$ cat src/rtl/csr_access_ctrl_if.sv
`default_nettype none
// ============================================================================
// Module      : csr_access_ctrl_if
// Description : Request/response, CSR bus and trap-control signals of the
//               CSR access controller, grouped with master/slave views.
// Revision    : 1.0 - initial release
// ============================================================================
interface csr_access_ctrl_if #(
    parameter int XLEN = 32
);
    // Request channel
    logic              req_valid;
    logic              req_ready;
    logic [1:0]        req_type;
    logic [2:0]        req_op;
    logic [11:0]       req_addr;
    logic [XLEN-1:0]   req_rs1_val;
    logic [4:0]        req_uimm;
    logic [XLEN-1:0]   req_pc;

    // Response channel
    logic              rsp_valid;
    logic              rsp_ready;
    logic [XLEN-1:0]   rsp_rdata;
    logic              rsp_redirect;
    logic [XLEN-1:0]   rsp_target;

    // CSR bus
    logic              csr_read;
    logic              csr_write;
    logic              csr_set;
    logic              csr_clear;
    logic [11:0]       csr_addr;
    logic [XLEN-1:0]   csr_wdata;
    logic [XLEN-1:0]   csr_rdata;

    // Trap control
    logic              ent_trap;
    logic [XLEN-1:0]   csr_wr_mepc_mepc;
    logic [XLEN-2:0]   csr_wr_mcause_exception_code;
    logic              csr_wr_mcause_interrupt;
    logic [XLEN-3:0]   csr_rd_mtvec_base;
    logic [1:0]        csr_rd_mtvec_mode;
    logic [XLEN-1:0]   csr_rd_mepc_mepc;

    // Controller view
    modport master (
        input  req_valid,
        output req_ready,
        input  req_type,
        input  req_op,
        input  req_addr,
        input  req_rs1_val,
        input  req_uimm,
        input  req_pc,
        output rsp_valid,
        input  rsp_ready,
        output rsp_rdata,
        output rsp_redirect,
        output rsp_target,
        output csr_read,
        output csr_write,
        output csr_set,
        output csr_clear,
        output csr_addr,
        output csr_wdata,
        input  csr_rdata,
        output ent_trap,
        output csr_wr_mepc_mepc,
        output csr_wr_mcause_exception_code,
        output csr_wr_mcause_interrupt,
        input  csr_rd_mtvec_base,
        input  csr_rd_mtvec_mode,
        input  csr_rd_mepc_mepc
    );

    // Core / register-file view
    modport slave (
        output req_valid,
        input  req_ready,
        output req_type,
        output req_op,
        output req_addr,
        output req_rs1_val,
        output req_uimm,
        output req_pc,
        input  rsp_valid,
        output rsp_ready,
        input  rsp_rdata,
        input  rsp_redirect,
        input  rsp_target,
        input  csr_read,
        input  csr_write,
        input  csr_set,
        input  csr_clear,
        input  csr_addr,
        input  csr_wdata,
        output csr_rdata,
        input  ent_trap,
        input  csr_wr_mepc_mepc,
        input  csr_wr_mcause_exception_code,
        input  csr_wr_mcause_interrupt,
        output csr_rd_mtvec_base,
        output csr_rd_mtvec_mode,
        output csr_rd_mepc_mepc
    );
endinterface
`default_nettype wire

$ cat src/rtl/csr_access_ctrl.sv
`default_nettype none
// ============================================================================
// Module      : csr_access_ctrl
// Description : Sequences CSR read/modify strobes, trap entry and MRET for one
//               SYSTEM instruction at a time, returning rd data and redirect.
// Revision    : 1.0 - initial release
// ============================================================================
module csr_access_ctrl #(
    parameter int XLEN = 32
) (
    input  wire logic          clk,
    input  wire logic          rst_b,
    csr_access_ctrl_if.master  bus
);

    localparam logic [2:0] S_IDLE = 3'd0;
    localparam logic [2:0] S_RD   = 3'd1;
    localparam logic [2:0] S_WR   = 3'd2;
    localparam logic [2:0] S_TRAP = 3'd3;
    localparam logic [2:0] S_RESP = 3'd4;

    localparam logic [1:0] T_CSR    = 2'b00;
    localparam logic [1:0] T_ECALL  = 2'b01;
    localparam logic [1:0] T_EBREAK = 2'b10;
    localparam logic [1:0] T_MRET   = 2'b11;

    localparam logic [1:0] F_RW = 2'b01;
    localparam logic [1:0] F_RS = 2'b10;
    localparam logic [1:0] F_RC = 2'b11;

    localparam logic [XLEN-2:0] CODE_ECALL  = (XLEN-1)'(11);
    localparam logic [XLEN-2:0] CODE_EBREAK = (XLEN-1)'(3);

    logic [2:0]      state_q, state_d;
    logic [1:0]      type_q;
    logic [2:0]      op_q;
    logic [11:0]     addr_q;
    logic [XLEN-1:0] rs1_q;
    logic [4:0]      uimm_q;
    logic [XLEN-1:0] pc_q;
    logic [XLEN-1:0] rdata_q, rdata_d;
    logic            redirect_q, redirect_d;
    logic [XLEN-1:0] target_q, target_d;

    logic            w_accept;
    logic            w_op_legal;
    logic            w_wr_needed;
    logic            w_in_rd;
    logic            w_in_wr;
    logic            w_in_trap;
    logic            w_unused_mode;

    assign w_accept   = (state_q == S_IDLE) && bus.req_valid;
    assign w_op_legal = (bus.req_op[1:0] != 2'b00);
    // Set/clear with a zero source is a pure read and must not touch the CSR.
    assign w_wr_needed = (op_q[1:0] == F_RW) || (uimm_q != 5'd0);

    assign w_in_rd   = (state_q == S_RD);
    assign w_in_wr   = (state_q == S_WR);
    assign w_in_trap = (state_q == S_TRAP);

    // mtvec mode does not affect exception entry; only the base is used.
    assign w_unused_mode = ^bus.csr_rd_mtvec_mode;

    always_comb begin
        state_d    = state_q;
        rdata_d    = rdata_q;
        redirect_d = redirect_q;
        target_d   = target_q;
        case (state_q)
            S_IDLE: begin
                if (bus.req_valid) begin
                    rdata_d    = '0;
                    redirect_d = 1'b0;
                    target_d   = '0;
                    case (bus.req_type)
                        T_CSR:    state_d = w_op_legal ? S_RD : S_RESP;
                        T_ECALL,
                        T_EBREAK: state_d = S_TRAP;
                        T_MRET: begin
                            target_d   = bus.csr_rd_mepc_mepc;
                            redirect_d = 1'b1;
                            state_d    = S_RESP;
                        end
                        default:  state_d = S_RESP;
                    endcase
                end
            end
            S_RD: begin
                rdata_d = bus.csr_rdata;
                state_d = w_wr_needed ? S_WR : S_RESP;
            end
            S_WR: begin
                state_d = S_RESP;
            end
            S_TRAP: begin
                target_d   = {bus.csr_rd_mtvec_base, 2'b00};
                redirect_d = 1'b1;
                state_d    = S_RESP;
            end
            S_RESP: begin
                if (bus.rsp_ready) begin
                    state_d = S_IDLE;
                end
            end
            default: begin
                state_d = S_IDLE;
            end
        endcase
    end

    always_ff @(posedge clk or negedge rst_b) begin
        if (!rst_b) begin
            state_q    <= S_IDLE;
            type_q     <= 2'b00;
            op_q       <= 3'b000;
            addr_q     <= 12'h000;
            rs1_q      <= '0;
            uimm_q     <= 5'd0;
            pc_q       <= '0;
            rdata_q    <= '0;
            redirect_q <= 1'b0;
            target_q   <= '0;
        end else begin
            state_q    <= state_d;
            rdata_q    <= rdata_d;
            redirect_q <= redirect_d;
            target_q   <= target_d;
            if (w_accept) begin
                type_q <= bus.req_type;
                op_q   <= bus.req_op;
                addr_q <= bus.req_addr;
                rs1_q  <= bus.req_rs1_val;
                uimm_q <= bus.req_uimm;
                pc_q   <= bus.req_pc;
            end
        end
    end

    // Handshake outputs; req_ready is forced low while reset is held.
    assign bus.req_ready    = rst_b && (state_q == S_IDLE);
    assign bus.rsp_valid    = (state_q == S_RESP);
    assign bus.rsp_rdata    = rdata_q;
    assign bus.rsp_redirect = redirect_q;
    assign bus.rsp_target   = target_q;

    // Read stays high in WR because the register file builds set/clear data
    // from the current value it is presenting on csr_rdata.
    assign bus.csr_read  = w_in_rd || w_in_wr;
    assign bus.csr_write = w_in_wr && (op_q[1:0] == F_RW);
    assign bus.csr_set   = w_in_wr && (op_q[1:0] == F_RS);
    assign bus.csr_clear = w_in_wr && (op_q[1:0] == F_RC);
    assign bus.csr_addr  = (w_in_rd || w_in_wr) ? addr_q : 12'h000;
    assign bus.csr_wdata = !w_in_wr ? '0 :
                           op_q[2]  ? {{(XLEN-5){1'b0}}, uimm_q} : rs1_q;

    assign bus.ent_trap                     = w_in_trap;
    assign bus.csr_wr_mepc_mepc             = w_in_trap ? pc_q : '0;
    assign bus.csr_wr_mcause_exception_code = !w_in_trap           ? '0 :
                                              (type_q == T_ECALL)  ? CODE_ECALL
                                                                   : CODE_EBREAK;
    assign bus.csr_wr_mcause_interrupt      = 1'b0;

endmodule
`default_nettype wire

$ cat src/flat_wrapper.sv
// flat-port wrapper written by rule: the top's interface ports become plain ports
module csr_access_ctrl_flat 
#(
    parameter int XLEN = 32
)
  (clk, rst_b, bus_req_valid, bus_req_ready, bus_req_type, bus_req_op, bus_req_addr, bus_req_rs1_val, bus_req_uimm, bus_req_pc, bus_rsp_valid, bus_rsp_ready, bus_rsp_rdata, bus_rsp_redirect, bus_rsp_target, bus_csr_read, bus_csr_write, bus_csr_set, bus_csr_clear, bus_csr_addr, bus_csr_wdata, bus_csr_rdata, bus_ent_trap, bus_csr_wr_mepc_mepc, bus_csr_wr_mcause_exception_code, bus_csr_wr_mcause_interrupt, bus_csr_rd_mtvec_base, bus_csr_rd_mtvec_mode, bus_csr_rd_mepc_mepc);
  csr_access_ctrl_if #(.XLEN(XLEN)) bus_i ();
  input  wire logic clk;
  input  wire logic rst_b;
  input wire logic [$bits(bus_i.req_valid)-1:0] bus_req_valid;
  output wire logic [$bits(bus_i.req_ready)-1:0] bus_req_ready;
  input wire logic [$bits(bus_i.req_type)-1:0] bus_req_type;
  input wire logic [$bits(bus_i.req_op)-1:0] bus_req_op;
  input wire logic [$bits(bus_i.req_addr)-1:0] bus_req_addr;
  input wire logic [$bits(bus_i.req_rs1_val)-1:0] bus_req_rs1_val;
  input wire logic [$bits(bus_i.req_uimm)-1:0] bus_req_uimm;
  input wire logic [$bits(bus_i.req_pc)-1:0] bus_req_pc;
  output wire logic [$bits(bus_i.rsp_valid)-1:0] bus_rsp_valid;
  input wire logic [$bits(bus_i.rsp_ready)-1:0] bus_rsp_ready;
  output wire logic [$bits(bus_i.rsp_rdata)-1:0] bus_rsp_rdata;
  output wire logic [$bits(bus_i.rsp_redirect)-1:0] bus_rsp_redirect;
  output wire logic [$bits(bus_i.rsp_target)-1:0] bus_rsp_target;
  output wire logic [$bits(bus_i.csr_read)-1:0] bus_csr_read;
  output wire logic [$bits(bus_i.csr_write)-1:0] bus_csr_write;
  output wire logic [$bits(bus_i.csr_set)-1:0] bus_csr_set;
  output wire logic [$bits(bus_i.csr_clear)-1:0] bus_csr_clear;
  output wire logic [$bits(bus_i.csr_addr)-1:0] bus_csr_addr;
  output wire logic [$bits(bus_i.csr_wdata)-1:0] bus_csr_wdata;
  input wire logic [$bits(bus_i.csr_rdata)-1:0] bus_csr_rdata;
  output wire logic [$bits(bus_i.ent_trap)-1:0] bus_ent_trap;
  output wire logic [$bits(bus_i.csr_wr_mepc_mepc)-1:0] bus_csr_wr_mepc_mepc;
  output wire logic [$bits(bus_i.csr_wr_mcause_exception_code)-1:0] bus_csr_wr_mcause_exception_code;
  output wire logic [$bits(bus_i.csr_wr_mcause_interrupt)-1:0] bus_csr_wr_mcause_interrupt;
  input wire logic [$bits(bus_i.csr_rd_mtvec_base)-1:0] bus_csr_rd_mtvec_base;
  input wire logic [$bits(bus_i.csr_rd_mtvec_mode)-1:0] bus_csr_rd_mtvec_mode;
  input wire logic [$bits(bus_i.csr_rd_mepc_mepc)-1:0] bus_csr_rd_mepc_mepc;
  assign bus_i.req_valid = bus_req_valid;
  assign bus_req_ready = bus_i.req_ready;
  assign bus_i.req_type = bus_req_type;
  assign bus_i.req_op = bus_req_op;
  assign bus_i.req_addr = bus_req_addr;
  assign bus_i.req_rs1_val = bus_req_rs1_val;
  assign bus_i.req_uimm = bus_req_uimm;
  assign bus_i.req_pc = bus_req_pc;
  assign bus_rsp_valid = bus_i.rsp_valid;
  assign bus_i.rsp_ready = bus_rsp_ready;
  assign bus_rsp_rdata = bus_i.rsp_rdata;
  assign bus_rsp_redirect = bus_i.rsp_redirect;
  assign bus_rsp_target = bus_i.rsp_target;
  assign bus_csr_read = bus_i.csr_read;
  assign bus_csr_write = bus_i.csr_write;
  assign bus_csr_set = bus_i.csr_set;
  assign bus_csr_clear = bus_i.csr_clear;
  assign bus_csr_addr = bus_i.csr_addr;
  assign bus_csr_wdata = bus_i.csr_wdata;
  assign bus_i.csr_rdata = bus_csr_rdata;
  assign bus_ent_trap = bus_i.ent_trap;
  assign bus_csr_wr_mepc_mepc = bus_i.csr_wr_mepc_mepc;
  assign bus_csr_wr_mcause_exception_code = bus_i.csr_wr_mcause_exception_code;
  assign bus_csr_wr_mcause_interrupt = bus_i.csr_wr_mcause_interrupt;
  assign bus_i.csr_rd_mtvec_base = bus_csr_rd_mtvec_base;
  assign bus_i.csr_rd_mtvec_mode = bus_csr_rd_mtvec_mode;
  assign bus_i.csr_rd_mepc_mepc = bus_csr_rd_mepc_mepc;
  csr_access_ctrl #(.XLEN(XLEN)) u_core (.clk(clk), .rst_b(rst_b), .bus(bus_i));
endmodule
$ cat config.mk
export PLATFORM = sky130hd
export DESIGN_NAME = csr_access_ctrl_flat
export DESIGN_NICKNAME = d
export VERILOG_FILES = /design/src/rtl/csr_access_ctrl_if.sv /design/src/rtl/csr_access_ctrl.sv /design/src/flat_wrapper.sv
export SDC_FILE = /design/constraint.sdc
export NUM_CORES = 1
export LEC_CHECK = 0
export BUFFER_PORTS_ARGS = -buffer_cell sky130_fd_sc_hd__buf_2
export CORE_AREA = 2 2 142 144
export DETAILED_ROUTE_END_ITERATION = 8
export DIE_AREA = 0 0 144 146
export MAX_ROUTING_LAYER = met4
export PLACE_DENSITY_LB_ADDON = 0.15
export SYNTH_ARGS = -nofsm -noshare
export SYNTH_HDL_FRONTEND = slang
export SYNTH_SLANG_ARGS = --single-unit
$ cat constraint.sdc
create_clock -name clk -period 1.9 [get_ports clk]
set_input_delay 0.095 -clock clk [delete_from_list [all_inputs] [get_ports clk]]
set_output_delay 0.095 -clock clk [all_outputs]
set_load 0.02 [all_outputs]
==> impl_metrics.tcl, run 1 <==
set metrics [dict create \
    multiInputGateArea_sq_um 2920 \
    drt-vias-per-instance 4.627 \
    worst_slack_ps -70.92 \
    slowest_delay_ps 510 \
    grt_max_degree 105 \
    skew_ps 6.987 \
    dieHeight_microns 146 \
    synth_compound_area_share_pct 8.977 \
    drive_gt1_share_pct 39.60 \
    stdcell_count 1511 \
    fill_cells 1610 \
    clk_pin_slew_worst_paths_ps 60 \
    violations "negative setup slack" \
    drcViolationCount 0 \
    crit_path_end_kind "output port" \
    synth.avg_cell_area_sq_um 9.753 \
    rows 51 \
    critical_path_class "reg2out" \
    yosys.area_share.xor_xnor_pct 0.1254 \
    vias 6991 \
    drt_iter0_markers 322 \
    grt_pass1_vias 7029 \
    synth-adder-area-share_pct 0.3584 \
    finalSetupViolCount 34 \
    ys_seq_area_share_pct 55.19 \
    cp_cell_sequence "or3b_4 > buf_6 > nor3b_2 > buf_4" \
    leakagePower_nw 6.547 \
    rsz0062_at_grt "yes" \
    grt.overflow.total 0 \
    drv_cap 0 \
    ys_types 40 \
    max_freq_mhz 507.4 \
    worst_slew_pin_slew_ps 578.2 \
    ant_nets 0 \
    syn_to_final_growth_pct 73.18 \
    period_share_pct 103.7 \
    synth-simple-area-share_pct 26.73 \
    clockBufferDepth 2 \
    dp.cells 1284 \
    postRouteWirelength_microns 24730 \
    port_buffers 334 \
    cts-buffers-inserted 17 \
    antenna_found_initial 1 \
    yosys_warnings 0 \
    cp_max_fo 7 \
    setup_tns_ps -1505 \
    synthMuxAreaShare_pct 0.7167 \
    crit_required_ps 1800 \
    hold_viol_final 0 \
    cts_tree "built" \
    power.total_mw 15.57 \
    critPathArrivalTime_ps 1880 \
    grt_use_total_pct 22.31 \
    synth_top_family_by_area "simple AND/OR/NAND/NOR gates" \
    synth_edf_count 0 \
    cpMaxStageDelayCell "or3b_4" \
    powerDensity_nw_per_um2 1287 \
    start_util_pct 36.12 \
    synth_area_sq_um 6983 \
    die-area_sq_um 21020 \
    hp-class "in2reg" \
    seq_area_sq_um 3859 \
    maxSlewViolCount 0 \
    ir_drop_mv 0.7607 \
    ys_ff_latch 154 \
    place_congestion 0.7982 \
    ios 366 \
    fp.coreArea_sq_um 19330 \
    cts_sinks 154 \
    slew_headroom_pct 61.45 \
    final_common_cell "nand2_1" \
    holdWs_ps 17.80 \
    fp.dieW_microns 144 \
    grt_pass1_wl_microns 35910 \
    place_hpwl_microns 14610 \
    layout_common_cells "261 x nand2_1, 252 x buf_2, 158 x dlygate4sd3_1" \
    htreeDepth 4 \
    syn-instance-count 716 \
    wl_per_cell_microns 16.37 \
    synth_ff_type "dfrtp_1" \
    outcome "finished, violations left" \
    placed_area_sq_um 8818 \
    fin_area_sq_um 12090 \
    fin_nets 1420 \
    dr.pass1.iters 6 \
    ctsRootBufferMaster "clkbuf_16" \
    period_minus_slack_ps 1971 \
    cp-start-kind "flip-flop" \
    async_flop_share_pct 100.0 \
    clk_latency_ps 420 \
]
==> metrics by stage <==
step | util (%) | worst slack, ps
2_1_floorplan | - | 311.8
3_3_place_gp | 45.61 | 163.2
3_5_place_dp | 45.61 | 137.8
4_1_cts | 58.24 | -60.19
5_1_grt | 62.54 | -127.5
6_report | 62.54 | -70.92
==> what timing repair did <==
action | in CTS | in global routing
cloned | 3 | 13
pin swaps | 15 | 53
gates resized for setup | 72 | 166
hold buffers | 158 | 0
endpoints found under the hold margin | 282 | 0
endpoints found under the setup margin | 78 | 108
setup buffers | 6 | 15
==> final cells by class <==
class | instances | area share (%)
tap | 265 | 2.742
timing repair inverter | 1 | 0.07243
antenna | 1 | 0.02069
timing repair buffer | 544 | 36.15
inverter | 3 | 0.1966
clock buffer | 18 | 3.549
clock inverter | 14 | 1.211
multi-input combinational | 511 | 24.15
sequential | 154 | 31.91
==> per-layer routing <==
layer / vias to the layer above / share of wire, % / GRT usage (%)
met2: 300 / 49 / 37.48
met1: 3308 / 42 / 26.08
met5: - / 0 / -
met3: 48 / 6.5 / 4.936
li1: 3335 / - / -
met4: 0 / 2.7 / 8.186
==> synthesized netlist by cell type, types with 2 or more instances <==
master	number	share of area (%)
clkbuf_2	2	0.14
a22o_1	32	4.0
a21oi_1	4	0.29
nand3_1	6	0.43
nor3_1	2	0.14
and3_1	27	2.4
buf_6	11	1.8
mux2i_1	5	0.72
nor3b_1	5	0.54
nor2b_1	2	0.18
and2_1	71	6.4
ha_1	2	0.36
buf_4	33	3.5
a31oi_1	3	0.27
nor2_1	13	0.70
buf_2	22	1.6
a221o_1	27	3.9
clkbuf_1	12	0.64
inv_1	2	0.11
o21ai_0	2	0.14
dfrtp_1	154	55
nand2_1	261	14
==> cell families after synthesis <==
logic type	after synthesis
XOR/XNOR	1
other	1
flip-flops	154
AND/OR/NAND/NOR	399
multiplexers	5
adder cells (fa/ha/maj)	2
AO/OA/AOI/OAI	71
buffers and inverters	83
==> worst max-delay path, delay by kind of cell (launching register included) <==
| kind | cells | cell delay, ps |
|---|---|---|
| flip-flops | 1 | 420 |
| buffers and inverters | 2 | 360 |
| AND/OR/NAND/NOR | 2 | 680 |
==> final timing paths <==
kind / from / end / slack, ps / cells after the start
hold reg to reg: u_core.rs1_q[25]$_DFFE_PN0P_ / u_core.rs1_q[25]$_DFFE_PN0P_ / 470 / 2
max in group asynchronous: rst_b / u_core.bus.rsp_target[15]$_DFFE_PN0P_ / 950 / 3
setup / recovery: u_core.state_q[0]$_DFFE_PN0P_ / bus_csr_write / -70 / 4
setup reg to reg: u_core.state_q[1]$_DFFE_PN0P_ / u_core.bus.rsp_target[12]$_DFFE_PN0P_ / 60 / 6
hold / removal: bus_csr_rd_mepc_mepc[23] / u_core.bus.rsp_target[23]$_DFFE_PN0P_ / 20 / 3
min in group asynchronous: rst_b / u_core.addr_q[4]$_DFFE_PN0P_ / 100 / 2
==> flip-flops by register name, indices dropped and copies added, names as in the netlist <==
name / cells
u_core.bus.rsp_rdata: 32
u_core.bus.rsp_target: 32
u_core.pc_q: 32
u_core.rs1_q: 32
u_core.addr_q: 12
u_core.uimm_q: 5
u_core.op_q: 3
u_core.state_q: 3
u_core.type_q: 2
u_core.bus.rsp_redirect: 1
==> report_power, final <==
part / total, mW / internal (mW) / switching, mW
Clock: 3.36 / 1.94 / 1.42
Combinational: 6.41 / 2.82 / 3.60
Sequential: 5.79 / 4.82 / 0.973
Note: power is estimated with default switching activity, not from simulation.
==> inputs of run 2 (changes only) <==
==> constraint.sdc (replaced) <==
create_clock -name clk -period 1.63 [get_ports clk]
set_input_delay 0.0815 -clock clk [delete_from_list [all_inputs] [get_ports clk]]
set_output_delay 0.0815 -clock clk [all_outputs]
set_load 0.02 [all_outputs]
==> run 2 against run 1 <==
Net effect: utilization up 9.5 points; worst hold slack worse by 4.7 ps; count of clock-buffer cells in the layout decreased by 1; critical path depth is 1 higher; final area increased by 15%; final cell count rose by 4.6%; combinational power is 62% higher; wire length is 21% higher; clock power increased by 28%; the run still ends with negative setup slack left; first-iteration DRC count is 20% higher; die area unchanged; global-route usage increased by 1.6 points.
==> impl_metrics.tcl, run 2 (synthesis gave the netlist of run 1 again) <==
set metrics [dict create \
    skew_ps 7.232 \
    finalSetupViolCount 239 \
    place_congestion 0.8376 \
    min_delay_path_depth 3 \
    grt_use_total_pct 23.95 \
    drive_gt1_share_pct 52.82 \
    maxSlewViolCount 0 \
    drt-vias-per-instance 4.820 \
    drt_iter0_markers 387 \
    cts_tree "built" \
    dieHeight_microns 146 \
    swShare_pct 39.59 \
    ctsRootBufferMaster "clkbuf_16" \
    start_util_pct 36.12 \
    hp-class "in2reg" \
    powerDensity_nw_per_um2 1561 \
    critPathArrivalTime_ps 1860 \
    rows 51 \
    antenna_found_initial 1 \
    worst_slack_ps -315.9 \
    fin_nets 1489 \
    clockBufferDepth 2 \
    power_frac_comb_pct 47.9 \
    cp-start-kind "flip-flop" \
    period_share_pct 119.4 \
    intPower_mw 13.12 \
    fp.coreArea_sq_um 19330 \
    ios 366 \
    drcViolationCount 0 \
    cts_sinks 154 \
    clk_pin_slew_worst_paths_ps 70 \
    preCtsSetupSlack_ps -34.28 \
    cts-buffers-inserted 17 \
    dr.pass1.iters 5 \
    htreeDepth 4 \
    outcome "finished, violations left" \
    hold_viol_final 0 \
    hold_end "u_core.bus.rsp_target[3]$_DFFE_PN0P_" \
    vias 7615 \
    max_freq_mhz 513.9 \
    seq_power_share_pct 32.4 \
    r2r_slack_ps -290 \
    postRouteWirelength_microns 29890 \
    worstRegToRegCells 8 \
    p_sw_mw 8.603 \
    wl_per_cell_microns 18.92 \
    layout_common_cells "247 x buf_2, 176 x dlygate4sd3_1, 152 x dfrtp_1" \
    leakagePower_nw 7.310 \
    dr_wl_met3_microns 1788 \
    slew_headroom_pct 58.42 \
    cp_max_fo 24 \
    fp.dieW_microns 144 \
    clk_latency_ps 430 \
    place_hpwl_microns 14870 \
    fill_cells 1319 \
    crit_path_end_kind "output port" \
    ant_nets 0 \
    clkPwrFrac_pct 19.7 \
    grt.overflow.total 0 \
    grt_max_degree 76 \
    syn_to_final_growth_pct 99.36 \
    placed_area_sq_um 8921 \
    worst_slew_pin_slew_ps 623.7 \
    die-area_sq_um 21020 \
    grt_pass1_vias 7369 \
    reg2reg_to "u_core.bus.rsp_target[25]$_DFFE_PN0P_" \
    ir_drop_mv 0.9010 \
    worstHoldStart "bus_csr_rd_mepc_mepc[3]" \
    highest-signal-layer "met4" \
    crit_required_ps 1550 \
    violations "negative setup slack" \
    drv_cap 0 \
    wl_met2_microns 15460 \
    r2r-start "u_core.state_q[1]$_DFFE_PN0P_" \
    period_minus_slack_ps 1946 \
    grt_pass1_wl_microns 37820 \
    final_common_cell "buf_2" \
    fin_area_sq_um 13920 \
    rsz0062_at_grt "yes" \
    critical_path_class "reg2out" \
    wl_met1_microns 11500 \
    port_buffers 334 \
]
[run 2: worst max path at each step]
stage | cells after the start | from | to
2_1_floorplan | 3 | u_core.state_q[1]$_DFFE_PN0P_ | bus_csr_write
3_3_place_gp | 5 | u_core.state_q[2]$_DFFE_PN0P_ | u_core.bus.rsp_target[14]$_DFFE_PN0P_
3_5_place_dp | 5 | u_core.state_q[0]$_DFFE_PN0P_ | u_core.bus.rsp_target[13]$_DFFE_PN0P_
4_1_cts | 5 | u_core.state_q[2]$_DFFE_PN0P_ | bus_csr_wdata[28]
5_1_grt | 5 | u_core.state_q[2]$_DFFE_PN0P_ | bus_csr_wdata[21]
6_report | 5 | u_core.state_q[2]$_DFFE_PN0P_ | bus_csr_wdata[21]
[run 2: repair_timing]
| item | 4_1_cts | 5_1_grt |
|---|---|---|
| resized for setup | 254 | 232 |
| pin swaps | 48 | 170 |
| setup buffers | 21 | 22 |
| hold buffers | 176 | 0 |
| endpoints found under the setup margin | 99 | 239 |
| gates cloned | 9 | 32 |
| endpoints found under the hold margin | 304 | 0 |
[run 2: stage by stage]
step	power (mW)	instances	TNS (ps)	hold slack, ps	util, %
global placement	12.98	1291	0	-96.24	46.14
finish	21.73	1580	-44550	13.06	72.00
detailed placement	13.04	1291	-543.7	-93.98	46.14
CTS	18.85	1529	-25900	1.285	64.50
global route	22.84	1580	-59060	19.48	72.00
floorplan	10.76	744	0	-214.1	-
[run 2: power groups by stage]
| stage | Combinational (mW) | Clock [mW] | Sequential (mW) |
|---|---|---|---|
| 2_1_floorplan | 3.44 | 0 | 7.32 |
| 3_3_place_gp | 6.27 | 0 | 6.70 |
| 3_5_place_dp | 6.38 | 0 | 6.65 |
| 4_1_cts | 7.82 | 4.35 | 6.68 |
| 5_1_grt | 11.1 | 4.54 | 7.22 |
| 6_report | 10.4 | 4.29 | 7.03 |
[run 2: critical path: stages (launching register included)]
cell,delay (ps)
dfrtp_2,430
or3b_4,450
nor2_8,110
buf_12,150
and2_1,170
buf_6,130
[run 2: final cells by class]
type                    count  area [sq um]  share of cell area (%)
multi-input cells         515          3596                   25.83
flip-flops and latches    154          3856                   27.70
inverters                   3         23.77                  0.1708
well taps                 265         331.6                   2.382
diodes                      1         2.502                 0.01798
clock inverters            15         201.4                   1.447
clock buffers              17         425.4                   3.056
repair buffers            610          5484                   39.39
[run 2: metal layers]
layer | vias to the layer above | GRT usage (%)
li1 | 3495 | -
met1 | 3670 | 27.39
met2 | 373 | 40.10
met3 | 77 | 5.298
met4 | 0 | 10.54
met5 | - | -
